===== config.mk =====
export PLATFORM = sky130hd
export DESIGN_NAME = string_loader
export DESIGN_NICKNAME = d
export VERILOG_FILES = /design/src/rtl/string_hw_pkg.sv /design/src/rtl/string_word_packer.sv /design/src/rtl/string_loader.sv
export SDC_FILE = /design/constraint.sdc
export NUM_CORES = 1
export LEC_CHECK = 0
export BUFFER_PORTS_ARGS = -buffer_cell sky130_fd_sc_hd__clkbuf_2
export CORE_AREA = 3 3 111 113
export CTS_BUF_LIST = sky130_fd_sc_hd__clkbuf_8
export DETAILED_ROUTE_END_ITERATION = 8
export DIE_AREA = 0 0 114 116
export HOLD_SLACK_MARGIN = 0.06
export PLACE_DENSITY = 0.84
export SYNTH_ARGS = -nofsm -noshare
export SYNTH_HDL_FRONTEND = slang
export SYNTH_HIERARCHICAL = 1
export SYNTH_SLANG_ARGS = --single-unit

===== constraint.sdc =====
create_clock -name clk -period 6.05 [get_ports clk]
set_clock_uncertainty 0.05 [all_clocks]
set_input_delay 0.9075 -clock clk [delete_from_list [all_inputs] [get_ports clk]]
set_output_delay 0.9075 -clock clk [all_outputs]
set_load 0.05 [all_outputs]

===== src/rtl/string_hw_pkg.sv =====
// rtl/string_hw_pkg.sv - shared constants, types and helpers for the string accelerator feeder
package string_hw_pkg;

  localparam int MAX_WORDS_DEF = 8;

  localparam logic [4:0] ADDR_CTRL   = 5'd0;
  localparam logic [4:0] ADDR_A_BASE = 5'd1;
  localparam logic [4:0] ADDR_B_BASE = 5'd9;
  localparam logic [4:0] ADDR_RESULT = 5'd17;

  localparam int CTRL_DONE    = 0;
  localparam int CTRL_GO      = 1;
  localparam int CTRL_IDX_LSB = 2;

  typedef enum logic [2:0] {
    FN_COMPARE  = 3'd0,
    FN_TO_UPPER = 3'd1,
    FN_TO_LOWER = 3'd2
  } fn_index_e;

  typedef enum logic [3:0] {
    IDLE, PACK, WR_WORD, ZFILL, GO, POLL_RD, POLL_WT, RES_RD, RES_WT, RES_OUT, CLR_GO
  } state_e;

  function automatic logic [31:0] ctrl_word(input fn_index_e idx, input logic go);
    logic [31:0] w;
    w = '0;
    w[CTRL_IDX_LSB +: 3] = idx;
    w[CTRL_GO] = go;
    return w;
  endfunction

endpackage


===== src/rtl/string_word_packer.sv =====
// rtl/string_word_packer.sv - packs bytes MSB-first into a 32-bit word with byte count and full flag
module string_word_packer (
  input  logic        clk,
  input  logic        reset,
  input  logic        clear,
  input  logic        load,
  input  logic [7:0]  data,
  output logic [31:0] word,
  output logic [31:0] word_nxt,
  output logic [2:0]  count,
  output logic        full
);

  // word_nxt lets the caller write a completed word in the same cycle its last byte arrives
  always_comb begin
    word_nxt = word;
    case (count[1:0])
      2'd0:    word_nxt[31:24] = data;
      2'd1:    word_nxt[23:16] = data;
      2'd2:    word_nxt[15:8]  = data;
      default: word_nxt[7:0]   = data;
    endcase
  end

  assign full = load && (count == 3'd3);

  always_ff @(posedge clk or negedge reset) begin
    if (!reset) begin
      word  <= '0;
      count <= '0;
    end else if (clear) begin
      word  <= '0;
      count <= '0;
    end else if (load) begin
      word  <= word_nxt;
      count <= count + 3'd1;
    end
  end

endmodule


===== src/rtl/string_loader.sv =====
// rtl/string_loader.sv - byte-stream to Avalon-MM feeder for the string accelerator
// STRING_LOADER_TIMEOUT_EN enables the poll timeout counter.
module string_loader
  import string_hw_pkg::*;
#(
  parameter int MAX_WORDS = MAX_WORDS_DEF
`ifdef STRING_LOADER_TIMEOUT_EN
  , parameter int TIMEOUT_CYCLES = 1024
`endif
) (
  input  logic        clk,
  input  logic        reset,
  input  logic        cmd_valid,
  output logic        cmd_ready,
  input  logic [2:0]  cmd_index,
  input  logic        cmd_two_op,
  input  logic        s_valid,
  output logic        s_ready,
  input  logic [7:0]  s_data,
  output logic        m_chipselect,
  output logic        m_write,
  output logic        m_read,
  output logic [4:0]  m_address,
  output logic [31:0] m_writedata,
  input  logic [31:0] m_readdata,
  output logic        res_valid,
  input  logic        res_ready,
  output logic [31:0] res_data,
  output logic        res_err
);

  localparam int PW = $clog2(MAX_WORDS + 2);
  localparam logic [PW-1:0] PTR_END = PW'(MAX_WORDS);

  state_e        state;
  fn_index_e     index;
  logic          two_op, op_b, nul_seen;
  logic [PW-1:0] ptr, ptr_nxt;
  logic [4:0]    op_addr, op_addr_nxt;
  logic [31:0]   pk_word, pk_word_nxt;
  logic [2:0]    pk_count;
  logic          pk_full, pk_load, pk_clear, s_fire, room;

`ifdef STRING_LOADER_TIMEOUT_EN
  localparam int PCW = $clog2(TIMEOUT_CYCLES + 1);
  logic [PCW-1:0] poll_cnt;
`endif

  assign ptr_nxt     = ptr + PW'(1);
  assign op_addr     = (op_b ? ADDR_B_BASE : ADDR_A_BASE) + 5'(ptr);
  assign op_addr_nxt = (op_b ? ADDR_B_BASE : ADDR_A_BASE) + 5'(ptr_nxt);
  assign s_fire      = (state == PACK) && s_valid && s_ready;
  assign room        = ptr < PTR_END;
  assign pk_load     = s_fire && (s_data != 8'h00) && room;
  assign pk_clear    = (state == IDLE) || (state == WR_WORD);

  string_word_packer u_packer (
    .clk      (clk),
    .reset    (reset),
    .clear    (pk_clear),
    .load     (pk_load),
    .data     (s_data),
    .word     (pk_word),
    .word_nxt (pk_word_nxt),
    .count    (pk_count),
    .full     (pk_full)
  );

  // Bus strobes are set on entry to the state that owns the access, so they are visible during it.
  always_ff @(posedge clk or negedge reset) begin
    if (!reset) begin
      state        <= IDLE;
      index        <= FN_COMPARE;
      two_op       <= 1'b0;
      op_b         <= 1'b0;
      nul_seen     <= 1'b0;
      ptr          <= '0;
      cmd_ready    <= 1'b0;
      s_ready      <= 1'b0;
      m_chipselect <= 1'b0;
      m_write      <= 1'b0;
      m_read       <= 1'b0;
      m_address    <= '0;
      m_writedata  <= '0;
      res_valid    <= 1'b0;
      res_data     <= '0;
      res_err      <= 1'b0;
`ifdef STRING_LOADER_TIMEOUT_EN
      poll_cnt     <= '0;
`endif
    end else begin
      m_chipselect <= 1'b0;
      m_write      <= 1'b0;
      m_read       <= 1'b0;
      case (state)
        IDLE: begin
          cmd_ready <= 1'b1;
          if (cmd_ready && cmd_valid) begin
            cmd_ready <= 1'b0;
            index     <= fn_index_e'(cmd_index);
            two_op    <= cmd_two_op;
            res_err   <= 1'b0;
            op_b      <= 1'b0;
            nul_seen  <= 1'b0;
            ptr       <= '0;
            s_ready   <= 1'b1;
            state     <= PACK;
          end
        end
        PACK: if (s_fire) begin
          if (s_data != 8'h00) begin
            if (!room) begin
              res_err <= 1'b1;
            end else if (pk_full) begin
              s_ready <= 1'b0; nul_seen <= 1'b0;
              m_chipselect <= 1'b1; m_write <= 1'b1;
              m_address <= op_addr; m_writedata <= pk_word_nxt;
              state <= WR_WORD;
            end
          end else if (pk_count != 3'd0) begin
            s_ready <= 1'b0; nul_seen <= 1'b1;
            m_chipselect <= 1'b1; m_write <= 1'b1;
            m_address <= op_addr; m_writedata <= pk_word;
            state <= WR_WORD;
          end else begin
            s_ready <= 1'b0;
            if (room) begin
              m_chipselect <= 1'b1; m_write <= 1'b1;
              m_address <= op_addr; m_writedata <= '0;
            end
            state <= ZFILL;
          end
        end
        WR_WORD: begin
          ptr <= ptr_nxt;
          if (nul_seen) begin
            if (ptr_nxt < PTR_END) begin
              m_chipselect <= 1'b1; m_write <= 1'b1;
              m_address <= op_addr_nxt; m_writedata <= '0;
            end
            state <= ZFILL;
          end else begin
            s_ready <= 1'b1;
            state   <= PACK;
          end
        end
        // ptr names the word written this cycle; ptr == MAX_WORDS means nothing is left to clear
        ZFILL: begin
          if (ptr_nxt < PTR_END) begin
            ptr <= ptr_nxt;
            m_chipselect <= 1'b1; m_write <= 1'b1;
            m_address <= op_addr_nxt; m_writedata <= '0;
          end else if (two_op && !op_b) begin
            op_b <= 1'b1; ptr <= '0; nul_seen <= 1'b0;
            s_ready <= 1'b1;
            state <= PACK;
          end else begin
            m_chipselect <= 1'b1; m_write <= 1'b1;
            m_address <= ADDR_CTRL; m_writedata <= ctrl_word(index, 1'b1);
`ifdef STRING_LOADER_TIMEOUT_EN
            poll_cnt <= '0;
`endif
            state <= GO;
          end
        end
        GO: begin
          m_chipselect <= 1'b1; m_read <= 1'b1; m_address <= ADDR_CTRL;
          state <= POLL_RD;
        end
        POLL_RD: state <= POLL_WT;
        POLL_WT: begin
          if (m_readdata[CTRL_DONE]) begin
            m_chipselect <= 1'b1; m_read <= 1'b1; m_address <= ADDR_RESULT;
            state <= RES_RD;
          end
`ifdef STRING_LOADER_TIMEOUT_EN
          else if (poll_cnt == PCW'(TIMEOUT_CYCLES - 1)) begin
            res_data <= '0; res_err <= 1'b1; res_valid <= 1'b1;
            state <= RES_OUT;
          end else begin
            poll_cnt <= poll_cnt + PCW'(1);
            m_chipselect <= 1'b1; m_read <= 1'b1; m_address <= ADDR_CTRL;
            state <= POLL_RD;
          end
`else
          else begin
            m_chipselect <= 1'b1; m_read <= 1'b1; m_address <= ADDR_CTRL;
            state <= POLL_RD;
          end
`endif
        end
        RES_RD: state <= RES_WT;
        RES_WT: begin
          res_data  <= m_readdata;
          res_valid <= 1'b1;
          state     <= RES_OUT;
        end
        RES_OUT: if (res_ready) begin
          res_valid <= 1'b0;
          m_chipselect <= 1'b1; m_write <= 1'b1;
          m_address <= ADDR_CTRL; m_writedata <= ctrl_word(index, 1'b0);
          state <= CLR_GO;
        end
        CLR_GO: begin
          cmd_ready <= 1'b1;
          state     <= IDLE;
        end
        default: state <= IDLE;
      endcase
    end
  end

endmodule


# After elaboration in Yosys (flattened, before gate mapping)
# Cells that the tools add are included.
[totals]
in_bits = 49
ff_bits = 125
wordCells = 177
[classes]
mux = 89
n_lt_le_gt_ge = 2
reduce_logical = 35
eq_ne = 29
add_sub_neg = 4
[ops]
columns = ["cell", "n"]
rows = [
  ["$mux W32", 13],
  ["$pmux W32 S4", 1],
  ["$mux W5", 12],
  ["$mux W4", 11],
  ["$pmux W4 S10", 1],
  ["$mux W1", 32],
  ["$mux W8", 4],
  ["$pmux W5 S6", 1],
  ["$reduce_and A9 Y1", 2],
  ["$eq A4 B3 Y1 const B", 4],
  ["$reduce_and A8 Y1", 2],
  ["$ne A2 B2 Y1 const B", 7],
  ["$eq A4 B4 Y1 const B", 3],
  ["$ne A3 B3 Y1 const B", 4],
  ["$pmux W4 S3", 1],
  ["$reduce_bool A2 Y1", 5],
  ["$mux W3", 3],
  ["$reduce_bool A3 Y1", 3],
  ["$eq A4 B2 Y1 const B", 2],
  ["$lt A4 B4 Y1 const B", 2],
  ["$pmux W1 S2", 4],
  ["$pmux W1 S4", 2],
  ["$reduce_bool A4 Y1", 2],
  ["$reduce_bool A8 Y1", 1],
  ["other kinds (27)", 37],
]

# Depth between registers and ports, before layout
# Gate-level depths: netlist of run 1.
[depth]
word_depth = 11
ltp_mapped = 12
ltp_nobuf = 9

# Modules after synthesis
# The synthesis of run 1 kept the hierarchy.
[modules_own_cells]
columns = ["mod", "area_each_um2", "instances", "cells_each"]
rows = [
  ["string_loader", 4737.0, 1, 425],
  ["string_word_packer", 2039.5, 1, 171],
]

# Worst setup path before layout of run 1
# OpenSTA, ideal clock, no wires.
[synth_timing]
path_type = "input port to flip-flop"
from = "input port s_data[5]"
to = "register m_writedata[0]"
setup_slack_ns = 2.622
t_arrival_ns = 3.253
stages = 12
n_path_buf = 4
required_time_ns = 5.875
path_cell_list = "nor4_4 > and2_0 > clkbuf_1 > buf_2 > nor3_1 > buf_6 > and2_1 > a21oi_1 > o32ai_4 > nor2_2 > buf_6 > mux2_4"
[synth_between]
elab_chain_cells = 6
[synth_lines]
columns = ["item", "line", "source"]
rows = [
  ["start: declaration", "string_loader.sv:19", "input logic [7:0] s_data,"],
  ["$reduce_bool A8 Y1", "string_loader.sv:54", "assign pk_load = s_fire && (s_data != 8'h00) && room;"],
  ["$logic_and A1 B1 Y1 (2 in series)", "string_loader.sv:54", ""],
  ["net pk_load", "string_loader.sv:42", "logic pk_full, pk_load, pk_clear, s_fire, room;"],
  ["$logic_and A1 B1 Y1", "string_word_packer.sv:25", "assign full = load && (count == 3'd3);"],
  ["net pk_full", "string_loader.sv:42", ""],
  ["$ne A3 B3 Y1 (no source line)", "-", ""],
  ["$reduce_and A9 Y1 (no source line)", "-", ""],
  ["end signal: assignment", "string_loader.sv:117", "m_address <= op_addr; m_writedata <= pk_word_nxt;"],
  ["end signal: assignment", "string_loader.sv:123", "m_address <= op_addr; m_writedata <= pk_word;"],
  ["end: declaration", "string_loader.sv:24", "output logic [31:0] m_writedata,"],
]
# The timed path passes the listed nets, and every way through them passes these cells. The select of a mux whose other input is x is not followed.
# A chain may end at the register's enable or synchronous reset.

# Worst setup path after layout of run 1
[layout_timing]
from = "input port s_data[1]"
to = "register m_writedata[29]"
# Same word-level chain as after synthesis.

==> impl_metrics.yaml, run 1 <==
synth:
  async_flop_share_pct: 100.0
  synthCells: 596
  avgSynthCellArea_um2: 11.37
  synth_edf_count: 0
  synth_top_cell_by_area: "dfrtp_1"
  synth_cell_type_count: 60
  synth_top_area_share_pct: 46.16
  ys_ff_latch: 125
  yosys_warnings: 6
  ys_seq_area_share_pct: 46.16
  syn-cell-area_mm2: 0.006776
  ys.flop_type: "dfrtp_1"
  syn_nets: 655
  yosysMostFrequentCell: "dfrtp_1"
  ys_top_cells_by_count: "dfrtp_1 (125), mux2_2 (77), nand2b_1 (47)"
  ys_top_cells_by_area: "dfrtp_1 (46%), mux2_2 (13%), mux2_4 (6.4%)"
routing:
  first_pass_iters: 5
  drc: 0
  drt_iter0_markers: 476
  highest_layer: "met4"
  wirelength_um: 16130
  met1_length_um: 6758
  vias: 5108
  final_antenna_net_count: 0
  wl_met3_um: 1097
  wl_per_cell_um: 18.69
  dr_wl_met2_um: 7832
  vias_per_cell: 5.919
timing:
  max_slew.worst_pin.slew_ns: 1.177
  period_minus_slack_ns: 3.464
  rsz0062_at_grt: "no"
  slew_headroom_pct: 21.55
  drv_slew: 0
  setup_violations: 0
  fmax_ghz: 0.2886
  fin_setup_tns_ns: 0
  min_period_over_period_pct: 57.26
  hold_viol: 0
power_and_ir_drop:
  power.density_mw_per_mm2: 518.8
  combPwrFrac_pct: 49.8
  p_seq_share_pct: 31.5
  vdd_drop_max_mv: 0.3605
  swShare_pct: 46.40
  p_int_uw: 2182
  netSwitchingPower_uw: 1888
  p_clk_share_pct: 18.8
  p_total_uw: 4070
  leakagePower_uw: 0.003902
floorplan:
  start_util_pct: 59.35
  die_h_um: 116
  core_mm2: 0.01142
  die_width_um: 114
  ios: 125
  die-area_mm2: 0.01322
  core.rowCount: 39
layout:
  antenna_cells: 0
  nets: 766
  regArea_mm2: 0.003128
  fillers: 874
  layout-drive-gt1-share_pct: 39.72
  syn_to_final_growth_pct: 15.77
  multi_input_area_mm2: 0.003400
  stdcell_count: 863
clocking:
  clk_pin_slew_ns: 0.07
  clock_latency_ns: 0.44
  postCtsSetupRepairBufs: 0
  h-tree-depth: 4
  cts_tree: "yes"
  cts_resized: 0
  clock-root-buffer: "clkbuf_8"
  cts_sinks: 125
  numCtsBuffers: 17
  cts_buffer_depth: 2
  hold_buffers: 0
place:
  gp_congestion: 0.9242
  dp_cells: 831
  placement.io_buffers: 124
  hpwl_um: 11130
run_status:
  outcome: "completed"
setup_path:
  end_kind: "flop"
  cp.required_ns: 6.33
  worst_setup_path_start_kind: "input port"
  crit_arrival_ns: 3.74
  path_max_fanout: 22
  critical_path_class: "input port to flop"
global_route:
  grt_pass1_wl_um: 26320
  grt_antenna_before_repair: 0
  grt.overflow.total: 0
  grt_pass1_vias: 5268
  grt_max_degree: 69
  track_usage_pct: 25.16
job:
  cap_violations: 0
hold_path:
  hold_class: "flop to flop"
power by group through the flow:
stage	Clock, µW	Sequential (µW)	Combinational, µW
finish	763	1280	2030
global route	814	1320	2150
global placement	0	1280	1970
CTS	778	1280	2030
detailed placement	0	1290	2020
floorplan	0	1780	1070
area by class of cell:
cell class | count | share of cell area, %
clock buffers | 18 | 3.158
clock inverters | 14 | 2.169
inverters | 12 | 0.5742
multi-input cells | 420 | 43.33
flip-flops and latches | 125 | 39.87
well taps | 143 | 2.281
repair buffers | 131 | 8.612
metal layers:
| layer | GRT usage [%] | vias to the layer above |
|---|---|---|
| met5 | 0 | - |
| met4 | 10.06 | 0 |
| met3 | 6.841 | 33 |
| met2 | 41.10 | 215 |
| met1 | 31.98 | 2520 |
| li1 | - | 2340 |
flip-flops by register name, summed over array words and instances, names as in the netlist:
name	flops
m_writedata	32
res_data	32
u_packer/word	32
m_address	5
ptr	4
state	4
index	3
u_packer/count	3
cmd_ready	1
m_chipselect	1
m_read	1
m_write	1
nul_seen	1
op_b	1
res_err	1
res_valid	1
s_ready	1
two_op	1
worst max-delay path: stages:
cell	delay, ns
clkbuf_2	0.16
nor4_4	0.54
and2_0	0.23
nor3_1	0.07
and2_1	0.16
a21oi_1	0.23
o32ai_4	0.15
nor2_4	0.43
buf_4	0.44
mux2_2	0.38
kinds of logic after synthesis:
family          count (synthesis)  share of synthesized area (%)
mux                           141                          24.39
fa+ha+maj                      10                          1.846
flops                         125                          46.16
xor+xnor                        4                         0.5171
buf+inv                        51                          3.896
simple gates                  180                          15.31
compound gates                 85                          7.884
per-stage QoR:
| stage | hold WS (ns) | util, % | area, µm² | setup slack (ns) |
|---|---|---|---|---|
| floorplan | 0.4314 | - | 6777 | 2.622 |
| global placement | 0.4184 | 65.04 | 7427 | 2.241 |
| detailed placement | 0.4446 | 65.04 | 7427 | 2.164 |
| CTS | 0.4631 | 68.70 | 7845 | 2.602 |
| global route | 0.4706 | 68.70 | 7845 | 2.498 |
| finish | 0.4593 | 68.70 | 7845 | 2.586 |
layout by cell type, fill, tap and decap left out, drive strengths merged, types with 14 or more instances in the layout:
| cell | n |
|---|---|
| clkbuf | 141 |
| dfrtp | 125 |
| mux2 | 106 |
| nand2b | 47 |
| nand2 | 44 |
| a21oi | 39 |
| mux2i | 35 |
| nand3 | 33 |
| nor2 | 16 |
| inv | 14 |
worst paths after layout:
path | startpoint | end | slack, ns | cells after the start
worst max-delay path | s_data[1] | m_writedata[29] | 2.59 | 10
worst min-delay path | m_writedata[29] | m_writedata[29] | 0.46 | 1
min in group asynchronous | reset | u_packer/word[12] | 0.49 | 1
worst min register to register | m_writedata[29] | m_writedata[29] | 0.46 | 1
worst max register to register | state[1] | m_writedata[29] | 2.87 | 9
max in group asynchronous | reset | res_data[27] | 4.17 | 2
(Power assumes the default switching activity.)
==> run 2: changes to the inputs <==
--- a/config.mk
+++ b/config.mk
@@ -5,13 +5,14 @@
 export SDC_FILE = /design/constraint.sdc
 export NUM_CORES = 1
 export LEC_CHECK = 0
+export ABC_AREA = 1
 export BUFFER_PORTS_ARGS = -buffer_cell sky130_fd_sc_hd__clkbuf_2
-export CORE_AREA = 3 3 111 113
+export CORE_AREA = 3 3 113 115
 export CTS_BUF_LIST = sky130_fd_sc_hd__clkbuf_8
 export DETAILED_ROUTE_END_ITERATION = 8
-export DIE_AREA = 0 0 114 116
+export DIE_AREA = 0 0 116 118
 export HOLD_SLACK_MARGIN = 0.06
-export PLACE_DENSITY = 0.84
+export PLACE_DENSITY = 0.82
 export SYNTH_ARGS = -nofsm -noshare
 export SYNTH_HDL_FRONTEND = slang
 export SYNTH_HIERARCHICAL = 1
==> constraint.sdc (replaced) <==
create_clock -name clk -period 3.2 [get_ports clk]
set_clock_uncertainty 0.05 [all_clocks]
set_input_delay 0.48 -clock clk [delete_from_list [all_inputs] [get_ports clk]]
set_output_delay 0.48 -clock clk [all_outputs]
set_load 0.05 [all_outputs]
==> impl_metrics.yaml, run 2 <==
run_status:
  outcome: "completed"
clocking:
  clock_latency_ns: 0.44
  cts_sinks: 125
  clock-root-buffer: "clkbuf_8"
  numCtsBuffers: 17
  postCtsSetupRepairBufs: 0
  h-tree-depth: 4
  clk_pin_slew_ns: 0.07
  cts_tree: "yes"
  cts_buffer_depth: 2
global_route:
  track_usage_pct: 25.44
  grt.overflow.total: 0
  grt_antenna_before_repair: 1
  grt_max_degree: 50
  grt_pass1_wl_um: 27590
  grt_pass1_vias: 5600
synth:
  ys_ff_latch: 125
  ys_seq_area_share_pct: 45.52
  avgSynthCellArea_um2: 8.329
  yosys_warnings: 6
  syn_nets: 884
  synthCells: 825
  ys_top_cells_by_count: "nand2_1 (355), dfrtp_1 (125), inv_1 (35)"
  synth_cell_type_count: 30
  ys.flop_type: "dfrtp_1"
  synth_top_area_share_pct: 45.52
  synth_edf_count: 0
  ys_top_cells_by_area: "dfrtp_1 (46%), nand2_1 (19%), mux2_2 (5.2%)"
  syn-cell-area_mm2: 0.006872
  async_flop_share_pct: 100.0
  synth_top_cell_by_area: "dfrtp_1"
  yosysMostFrequentCell: "nand2_1"
layout:
  fillers: 988
  nets: 1005
  layout-drive-gt1-share_pct: 30.20
  fin_area_mm2: 0.007970
  largestRegisters: "m_writedata: 32 flops, res_data: 32 flops, u_packer/word: 32 flops"
  antenna_cells: 0
  multi_input_area_mm2: 0.003353
  final_cell_mix: "nand2_1 (354), dfrtp_1 (125), clkbuf_2 (123), inv_1 (37), a21oi_1 (33)"
  regArea_mm2: 0.003128
  syn_to_final_growth_pct: 15.99
  final_common_cell: "nand2_1"
  finish.utilization_pct: 66.91
power_and_ir_drop:
  leakagePower_uw: 0.004272
  vdd_drop_max_mv: 0.2825
  p_total_uw: 6947
  power.density_mw_per_mm2: 871.6
timing:
  min_period_over_period_pct: 84.24
  fmax_ghz: 0.3710
  hold_ws_ns: 0.1927
  slew_headroom_pct: 43.95
  rsz0062_at_grt: "no"
  hold_viol: 0
  max_slew.worst_pin.slew_ns: 0.8388
  setup_violations: 0
  fin_setup_tns_ns: 0
  drv_slew: 0
  period_minus_slack_ns: 2.696
routing:
  vias_per_cell: 5.342
  first_pass_iters: 6
  vias: 5898
  drt_iter0_markers: 446
  drc: 0
  wl_per_cell_um: 15.25
  final_antenna_net_count: 0
  wirelength_um: 16840
floorplan:
  die_width_um: 116
  ios: 125
  core_mm2: 0.01191
  die_h_um: 118
  start_util_pct: 57.69
  core.rowCount: 40
  die-area_mm2: 0.01369
setup_path:
  cp.required_ns: 3.52
  end_kind: "flop"
  path_max_fanout: 33
  crit_arrival_ns: 3.02
  critical_path_class: "flop to flop"
  worst_setup_path_start_kind: "flop"
place:
  gp_congestion: 0.9568
  placement.io_buffers: 124
  hpwl_um: 11880
  post_dp_cell_area_mm2: 0.007576
hold_path:
  hold_class: "input port to flop"
job:
  cap_violations: 0
-- run 2: worst max-delay path, cell delays in order (launching register included) --
cell     delay [ns]
dfrtp_1        0.44
nor2_2         0.22
nand4_1        0.18
nor3_1         0.53
nand2_1        0.12
inv_1          0.10
inv_1          0.04
o21ai_0        0.17
nand2_2        0.09
nand3_2        0.47
nand2_1        0.13
nand2_1        0.10
-- run 2: kinds of logic after synthesis --
kind of cell,Yosys count,share of synthesized area (%)
fa+ha+maj,10,1.821
mux,32,5.244
buf+inv,81,5.754
simple gates,518,37.09
compound gates,57,4.315
flops,125,45.52
xor+xnor,2,0.2550
-- run 2: area by class of cell --
cell class                      count  share of cell area [%]
Clock buffer                       21                   3.626
Clock inverter                      9                   1.193
Inverter                           46                   2.166
Multi-Input combinational cell    619                   42.07
Sequential cell                   125                   39.25
Tap cell                          147                   2.308
Timing Repair Buffer              137                   9.388
-- run 2: routing by layer --
layer  track usage, %  vias up  wire [µm]
met3            6.478       35       1240
met2            39.06      230       8057
met5                0        -         13
met4            10.44        2        381
met1            34.23     2771       7146
li1                 -     2860          -
-- run 2: stage by stage --
step / cells / worst slack [ns]
2_1_floorplan: 825 / 0.8653
3_3_place_gp: 1073 / 0.5509
3_5_place_dp: 1073 / 0.4411
4_1_cts: 1104 / 0.5098
5_1_grt: 1104 / 0.2210
6_report: 1104 / 0.5044
-- run 2: worst paths after layout --
kind	startpoint	to	slack, ns	cells after the start
max in group asynchronous	reset	res_data[29]	1.78	3
min in group asynchronous	reset	res_data[23]	0.57	2
hold / removal	cmd_two_op	two_op	0.19	3
setup reg to reg	state[1]	m_writedata[6]	0.50	11
hold reg to reg	index[1]	index[1]	0.45	2
setup / recovery	state[1]	m_writedata[6]	0.50	11
-- run 2: power breakdown --
part | internal (µW) | total [µW] | switching [µW]
sequential | 2010 | 2290 | 288
clock | 755 | 1340 | 582
combinational | 870 | 3320 | 2450
total | 3630 | 6950 | 3320
-- run 2: repair_timing --
item / 4_1_cts / 5_1_grt
hold buffers: 1 / 0
endpoints found under the hold margin: 46 / 0
resized for setup: 0 / 0
